`config.mk`:
```
export PLATFORM = sky130hd
export DESIGN_NAME = usb_rcu_flat
export DESIGN_NICKNAME = d
export VERILOG_FILES = /design/src/rtl/usb_rcu_pkg.sv /design/src/rtl/usb_rcu_if.sv /design/src/rtl/rcu_bit_cnt.sv /design/src/rtl/usb_rcu.sv /design/src/flat_wrapper.sv
export SDC_FILE = /design/constraint.sdc
export NUM_CORES = 1
export LEC_CHECK = 0
export ABC_CLOCK_PERIOD_IN_PS = 2100
export CAP_MARGIN = 20
export CORE_MARGIN = 8
export CORE_UTILIZATION = 40
export DETAILED_ROUTE_END_ITERATION = 7
export HOLD_SLACK_MARGIN = 0.12
export PLACE_DENSITY_LB_ADDON = 0.08
export SETUP_SLACK_MARGIN = 0.3
export SYNTH_ARGS = -nofsm -noshare
export SYNTH_HDL_FRONTEND = slang
export SYNTH_SLANG_ARGS = --single-unit
```
`constraint.sdc`:
```
create_clock -name clk -period 2.1 [get_ports clk]
set_input_delay 0.21 -clock clk [delete_from_list [all_inputs] [get_ports clk]]
set_output_delay 0.21 -clock clk [all_outputs]
set_load 0.01 [all_outputs]
```
`src/rtl/usb_rcu_pkg.sv`:
```
// USB receiver control unit: shared state encodings and constants.
// Imported by the RCU top, its bit counter and the bench.
package usb_rcu_pkg;

  localparam logic [7:0] SYNC_DEFAULT = 8'h80;

  typedef logic [3:0] rcu_state_t;

  localparam rcu_state_t ST_IDLE       = 4'd0;
  localparam rcu_state_t ST_SYNC_WAIT  = 4'd1;
  localparam rcu_state_t ST_SYNC_CHECK = 4'd2;
  localparam rcu_state_t ST_RECV       = 4'd3;
  localparam rcu_state_t ST_STORE      = 4'd4;
  localparam rcu_state_t ST_EOP_WAIT   = 4'd5;
  localparam rcu_state_t ST_ERR        = 4'd6;
  localparam rcu_state_t ST_ERR_EOP    = 4'd7;
  localparam rcu_state_t ST_ERR_IDLE   = 4'd8;

endpackage

```
`src/rtl/usb_rcu_if.sv`:
```
// Bus between the USB line front end (shifter/edge detector)
// and the receive control unit.
interface usb_rcu_if;
  logic       d_edge;
  logic       eop;
  logic       shift_enable;
  logic       byte_received;
  logic [7:0] rcv_data;
  logic       rcving;
  logic       w_enable;
  logic       r_error;

  modport master (
    output d_edge,
    output eop,
    output shift_enable,
    output byte_received,
    output rcv_data,
    input  rcving,
    input  w_enable,
    input  r_error
  );

  modport slave (
    input  d_edge,
    input  eop,
    input  shift_enable,
    input  byte_received,
    input  rcv_data,
    output rcving,
    output w_enable,
    output r_error
  );
endinterface

```
`src/rtl/rcu_bit_cnt.sv`:
```
// 3-bit bit-position counter for the RCU.
// Synchronous clear takes priority over count.
module rcu_bit_cnt (
  input  logic       clk,
  input  logic       n_rst,
  input  logic       i_count_enable,
  input  logic       i_clear,
  output logic [2:0] o_count
);

  logic [2:0] r_count;

  always_ff @(posedge clk or negedge n_rst) begin
    if (!n_rst) begin
      r_count <= '0;
    end else if (i_clear) begin
      r_count <= '0;
    end else if (i_count_enable) begin
      r_count <= r_count + 3'd1;
    end
  end

  assign o_count = r_count;

endmodule

```
`src/rtl/usb_rcu.sv`:
```
// USB receive control unit: sync check, byte store strobes,
// end-of-packet alignment check and sticky error.
module usb_rcu
  import usb_rcu_pkg::*;
#(
  parameter logic [7:0] SYNC_BYTE = SYNC_DEFAULT
) (
  input logic      clk,
  input logic      n_rst,
  usb_rcu_if.slave bus
);

  rcu_state_t r_state;
  rcu_state_t w_next;
  logic       r_rcving;
  logic       r_wen;
  logic       r_err;
  logic       w_eop_se;
  logic       w_cnt_en;
  logic       w_cnt_clr;
  logic       w_err_clr;
  logic [2:0] w_cnt;

  assign w_eop_se = bus.eop && bus.shift_enable;

  // Counter only tracks bit position inside data bytes
  assign w_cnt_en  = (r_state == ST_RECV) && bus.shift_enable;
  assign w_cnt_clr = bus.byte_received || (r_state != ST_RECV);

  rcu_bit_cnt u_bit_cnt (
    .clk            (clk),
    .n_rst          (n_rst),
    .i_count_enable (w_cnt_en),
    .i_clear        (w_cnt_clr),
    .o_count        (w_cnt)
  );

  always_comb begin
    w_next = r_state;
    unique case (r_state)
      ST_IDLE: begin
        if (bus.d_edge) w_next = ST_SYNC_WAIT;
      end
      ST_SYNC_WAIT: begin
        if (bus.byte_received) w_next = ST_SYNC_CHECK;
        else if (w_eop_se)     w_next = ST_ERR;
      end
      ST_SYNC_CHECK: begin
        if (bus.rcv_data == SYNC_BYTE) w_next = ST_RECV;
        else                           w_next = ST_ERR;
      end
      ST_RECV: begin
        if (bus.byte_received) w_next = ST_STORE;
        else if (w_eop_se)
          w_next = (w_cnt == 3'd0) ? ST_EOP_WAIT : ST_ERR;
      end
      ST_STORE: begin
        w_next = ST_RECV;
      end
      ST_EOP_WAIT: begin
        if (bus.d_edge) w_next = ST_IDLE;
      end
      ST_ERR: begin
        w_next = ST_ERR_EOP;
      end
      ST_ERR_EOP: begin
        if (w_eop_se) w_next = ST_ERR_IDLE;
      end
      ST_ERR_IDLE: begin
        if (bus.d_edge) w_next = ST_IDLE;
      end
      default: begin
        w_next = ST_IDLE;
      end
    endcase
  end

  // Error is only cleared when a new packet starts
  assign w_err_clr = (r_state == ST_IDLE) && bus.d_edge;

  always_ff @(posedge clk or negedge n_rst) begin
    if (!n_rst) begin
      r_state  <= ST_IDLE;
      r_rcving <= 1'b0;
      r_wen    <= 1'b0;
      r_err    <= 1'b0;
    end else begin
      r_state  <= w_next;
      r_rcving <= (w_next != ST_IDLE) && (w_next != ST_ERR_IDLE);
      r_wen    <= (w_next == ST_STORE);
      if (w_err_clr)              r_err <= 1'b0;
      else if (w_next == ST_ERR)  r_err <= 1'b1;
    end
  end

  assign bus.rcving   = r_rcving;
  assign bus.w_enable = r_wen;
  assign bus.r_error  = r_err;

endmodule
```
`src/flat_wrapper.sv`:
```
// flat-port wrapper written by rule: the top's interface ports become plain ports
module usb_rcu_flat import usb_rcu_pkg::*;
#(
  parameter logic [7:0] SYNC_BYTE = SYNC_DEFAULT
)
  (clk, n_rst, bus_d_edge, bus_eop, bus_shift_enable, bus_byte_received, bus_rcv_data, bus_rcving, bus_w_enable, bus_r_error);
  usb_rcu_if bus_i ();
  input logic clk;
  input logic n_rst;
  input wire logic [$bits(bus_i.d_edge)-1:0] bus_d_edge;
  input wire logic [$bits(bus_i.eop)-1:0] bus_eop;
  input wire logic [$bits(bus_i.shift_enable)-1:0] bus_shift_enable;
  input wire logic [$bits(bus_i.byte_received)-1:0] bus_byte_received;
  input wire logic [$bits(bus_i.rcv_data)-1:0] bus_rcv_data;
  output wire logic [$bits(bus_i.rcving)-1:0] bus_rcving;
  output wire logic [$bits(bus_i.w_enable)-1:0] bus_w_enable;
  output wire logic [$bits(bus_i.r_error)-1:0] bus_r_error;
  assign bus_i.d_edge = bus_d_edge;
  assign bus_i.eop = bus_eop;
  assign bus_i.shift_enable = bus_shift_enable;
  assign bus_i.byte_received = bus_byte_received;
  assign bus_i.rcv_data = bus_rcv_data;
  assign bus_rcving = bus_i.rcving;
  assign bus_w_enable = bus_i.w_enable;
  assign bus_r_error = bus_i.r_error;
  usb_rcu #(.SYNC_BYTE(SYNC_BYTE)) u_core (.clk(clk), .n_rst(n_rst), .bus(bus_i));
endmodule
```
== Yosys cells after proc, flatten, opt, wreduce, memory -nomap -nowiden ==
Cells that the tools add are included.

* Input port bits: 14
* Output and inout bits: 3
* Word-level logic and storage cells: 44
* Flip-flop bits (word level): 10

* Multiplexer cells: 14
* Reductions and logical operators: 11
* Equality and inequality tests: 13
* $add $sub $neg: 1

{| class="wikitable"
|+ Operators with widths
! operator !! number
|-
| 4-bit one-hot mux with 8 select lines || 1
|-
| 4-bit 2-to-1 mux || 7
|-
| 4-bit by 3-bit == test with 1-bit output (second input constant) || 6
|-
| 3-bit 2-to-1 mux || 3
|-
| 4-bit by 2-bit == test with 1-bit output (second input constant) || 2
|-
| 8-bit == test (second input constant) || 1
|-
| 4-bit by 1-bit == test with 1-bit output (second input constant) || 1
|-
| 4-bit == test (second input constant) || 1
|-
| 1-bit logical AND || 4
|-
| 4-bit logical NOT || 1
|-
| 4-bit by 2-bit inequality test with 1-bit output (second input constant) || 1
|-
| 4-bit inequality test (second input constant) || 1
|-
| 2-bit nonzero test || 2
|-
| 4-bit nonzero test || 1
|-
| 3-bit by 1-bit adder with 3-bit output (second input constant) || 1
|-
| 3-bit logical NOT || 1
|-
| 1-bit 2-to-1 mux || 2
|-
| 2-bit 2-to-1 mux || 1
|-
| 2-bit OR reduction || 1
|-
| 1-bit logical OR || 1
|}

== Logic depth before layout (Yosys ltp) ==
* Depth after elaboration: 8
* Depth in mapped cells: 7
* Depth with buffers taken out: 7

== Hierarchy ==
Synthesis repeated with hierarchy kept, for this count alone.

* Cell total of the unflattened synthesis: 70
* Area, all modules: 706.9 µm²

{| class="wikitable"
|+ By module, submodules not included
! module !! instances !! cells an instance !! area each (µm²) !! seq. area each (µm²)
|-
| usb_rcu || 1 || 59 || 570.5 || 175.2
|-
| rcu_bit_cnt || 1 || 11 || 136.4 || 75.1
|}

== Worst setup path before layout ==
No wires, ideal clock.

* Kind: register to register
* From: register u_core.r_state[0]
* To: register u_core.r_wen, in the netlist u_core.bus.w_enable
* Required time: 1.981 ns
* Buffers on the path: 1
* Arrival time: 1.396 ns
* Path slack: 0.585 ns
* Cell stages (with the launch flop): 7
* Period minus slack after synthesis: 1.515 ns
* Setup time: 0.119 ns
* Cells stage by stage: dfrtp_1 buf_4 inv_2 or4_4 a41oi_4 nor2_2 and2_1

* Longest elaborated chain between the ends: 4
* Elaborated cells on any way between the ends: 19
* Those cells by class: eq/ne: 9; mux: 8; reduce/logical: 2

{| class="wikitable"
|+ Ends and longest elaborated chain
! element !! RTL line !! RTL
|-
| from (decl) || usb_rcu.sv:13 || <nowiki>rcu_state_t r_state;</nowiki>
|-
| from (signal assigned) || usb_rcu.sv:88 || <nowiki>r_state <= w_next;</nowiki>
|-
| 4-bit by 3-bit == test with 1-bit output or 4-bit == test (tied branches) || usb_rcu.sv:40 || <nowiki>unique case (r_state)</nowiki>
|-
| 2-bit OR reduction (no source line) || n/a ||
|-
| 4-bit one-hot mux with 8 select lines * || usb_rcu.sv:40 ||
|-
| via u_core.w_next[1] || usb_rcu.sv:14 || <nowiki>rcu_state_t w_next;</nowiki>
|-
| 4-bit by 3-bit == test with 1-bit output * || usb_rcu.sv:90 || <nowiki>r_wen <= (w_next == ST_STORE);</nowiki>
|-
| to (signal assigned) || usb_rcu.sv:90 ||
|-
| to (decl) || usb_rcu.sv:16 || <nowiki>logic r_wen;</nowiki>
|}

The timed path passes the listed nets; every way through them passes the cells marked *.
A chain may end at the register's enable or synchronous reset.

== Worst setup path after layout ==
Ends and elaborated chain as after synthesis.

==> results.cfg <==
[outcome]
status = finished clean

[die]
num_rows = 14
ios = 17
fp.dieArea_um2 = 3180
die_w_um = 56.4
fp.coreArea_um2 = 1520
die_y_um = 56.4
initial_utilization_pct = 42.9

[setup_path]
cp_top_family = simple AND/OR/NAND/NOR gates
r2r_slack_ns = 0.43
critPathKind = reg2reg
r2r_cells = 5
crit_path_end_kind = flop
crit_path_start = u_core.r_state[0]
critical_path_required_ns = 2.25
rr_startpoint = u_core.r_state[0]
cp-endpoint = u_core.bus.w_enable
reg2reg_to = u_core.bus.w_enable
cp_cell_sequence = inv_2 > or4_4 > a41oi_4 > nor2_2 > and2_1
arrival_ns = 1.82
path_max_fanout = 9
slowest_delay_ns = 0.55
cp_slowest_cell = or4_4
worst-path-stages = 5
cp-start-kind = flop
worst-path-buf-inv = 1

[clocking]
post_cts_resized = 0
cts_tree = yes
numCtsBuffers = 3
postCtsHoldBufs = 0
cts-root-buf = clkbuf_4
clk_pin_slew_ns = 0.06
cts.sinks = 10
clk_latency_ns = 0.26
cts.path.max_buffers = 2
cts_setup_buffers = 0
h-tree-depth = 1

[placed_design]
place.detailed.hpwl_mm = 1.19
portBuffers = 16
routabilityCongestion = 0.793

[global_routing]
grt_max_degree = 13
grt_pass1_wl_mm = 2.60
first_global_vias = 605
grt.overflow.total = 0
grt_usage_pct = 9.95
antenna_found_initial = 0

[yosys]
synth_cells = 70
syn-num-nets = 86
synth-compound-area-share_pct = 18.2
yosysMostFrequentCell = dfrtp_1
muxShareOfSynthArea_pct = 1.53
synth_xor_area_share_pct = 2.68
yosys_warnings = 0
postSynth.asyncResetShare_pct = 100
yosys.cell_types.count = 35
yosys.area_share.simple_pct = 28.5
synth-seq-cells = 10
yosys.area.top_type = dfrtp_1
netlist_top_cells_area = dfrtp_1, nand3_1, a41oi_4, nor4b_1, ha_1
synth_top_family_by_area = simple AND/OR/NAND/NOR gates
synth_seq_area_share_pct = 38.3
syn_avg_cell_area_um2 = 9.33
netlist_area_um2 = 653
yosys.area_share.adder_pct = 3.83
synth_edf_count = 0
yosysTopAreaCellShare_pct = 38.3
synth_commonest_cells = dfrtp_1, nand2_1, nand3_1, nor2_1, inv_1
ys.flop_type = dfrtp_1

[sta]
fmax_mhz = 599
skew_ns = 0.00112
finalCritPeriodShare_pct = 79.5
worst_pin_slew_ns = 0.431
period_needed_ns = 1.67
hold_viol = 0
finalSetupTns_ns = 0
finalSetupViolCount = 0
slew_headroom_pct = 70.9
rsz0062_at_grt = false
drv_slew = 0

[drt]
via_per_inst = 5.65
drt-initial-drc-count = 10
via_count = 576
firstDrtPassIters = 4
drc = 0
wl_per_cell_um = 14.6
routed_wl_mm = 1.49
ant_nets = 0

[power]
ir_worst_vdd_mv = 0.542
power_leakage_nw = 0.329
p_per_area_nw_per_um2 = 1100

[final_layout]
final_util_pct = 55.8
drive_gt1_share_pct = 12.8
syn2layout_area_growth_pct = 30.3
fill_cells = 140
nets = 103
diodes = 0

[run]
cap_violations = 0

[min_path]
hold_path.class = in2async
-- placed cells by master, fill, tap and decap left out, types with 2 or more instances in the layout --
cell | synthesis | final
clkdlybuf4s50_1 | 0 | 16
inv_1 | 4 | 4
nor2b_1 | 2 | 2
dfrtp_1 | 10 | 10
nor4b_1 | 3 | 3
nor2_1 | 6 | 6
nand3_1 | 6 | 6
nand2_1 | 6 | 6
o21ai_0 | 3 | 3
clkbuf_4 | 0 | 3
ha_1 | 2 | 2
-- flip-flops by register name, summed over array words and instances (netlist names) --
signal,flops
u_core.bus.r_error,1
u_core.bus.rcving,1
u_core.bus.w_enable,1
u_core.r_state,4
u_core.u_bit_cnt.o_count,3
-- cell type report --
class                           instances  area, um^2  share of cell area, %
Clock buffer                            4        36.3                   4.26
Tap cell                               16        20.0                   2.35
Inverter                                5        18.8                   2.21
Timing Repair Buffer                   17         168                   19.7
Multi-Input combinational cell         50         358                   42.1
Sequential cell                        10         250                   29.4
-- cell families (layout without fill, tap and decap cells) --
group | count (synthesis) | after routing
DFF | 10 | 10
adders and majority gates | 2 | 2
muxes | 1 | 1
AOI/OAI and AO/OA | 13 | 13
and+or+nand+nor | 32 | 32
xor gates and xnor gates | 2 | 2
buffers and inverters | 10 | 26
-- how the worst min path moves through the flow --
stage	startpoint	end	slack [ns]	depth (start not counted)
floorplan	n_rst	u_core.bus.r_error	-0.09	0
global placement	u_core.bus.r_error	u_core.bus.r_error	0.49	1
detailed placement	u_core.bus.r_error	u_core.bus.r_error	0.49	1
CTS	n_rst	u_core.u_bit_cnt.o_count[0]	0.26	1
global route	n_rst	u_core.r_state[0]	0.29	1
finish	n_rst	u_core.r_state[0]	0.26	1
-- worst register-to-register path, delay by kind of cell (launching register included) --
family | cells | cell delay [ns]
buffers and inverters | 1 | 0.07
and+or+nand+nor | 3 | 0.77
DFF | 1 | 0.49
AOI/OAI and AO/OA | 1 | 0.24
-- layer usage --
layer	vias up	track usage (%)	wire, um
met5	-	0	0
met4	0	5.15	12
met3	2	2.02	90
met2	23	17.6	731
met1	269	10.8	652
li1	282	-	-
-- report_power, final --
| part | total, mW | leakage, nW | internal [mW] | switching, mW |
|---|---|---|---|---|
| Clock | 0.167 | 0.0210 | 0.105 | 0.0621 |
| Sequential | 0.344 | 0.125 | 0.248 | 0.0960 |
| Combinational | 0.428 | 0.183 | 0.218 | 0.211 |
| Total | 0.940 | 0.329 | 0.571 | 0.369 |
-- per-stage QoR --
stage                     hold WS, ns  worst slack [ns]  std cells  area, um^2  power [mW]
after floorplan               -0.0856             0.585         70         653       0.661
after global placement          0.493             0.234         98         815       0.775
after detailed placement        0.491             0.223         98         815       0.777
after CTS                       0.264             0.420        102         851       0.952
after global routing            0.287             0.337        102         851        1.02
final                           0.261             0.430        102         851       0.940
No activity file was read; power rests on OpenSTA's default activity.
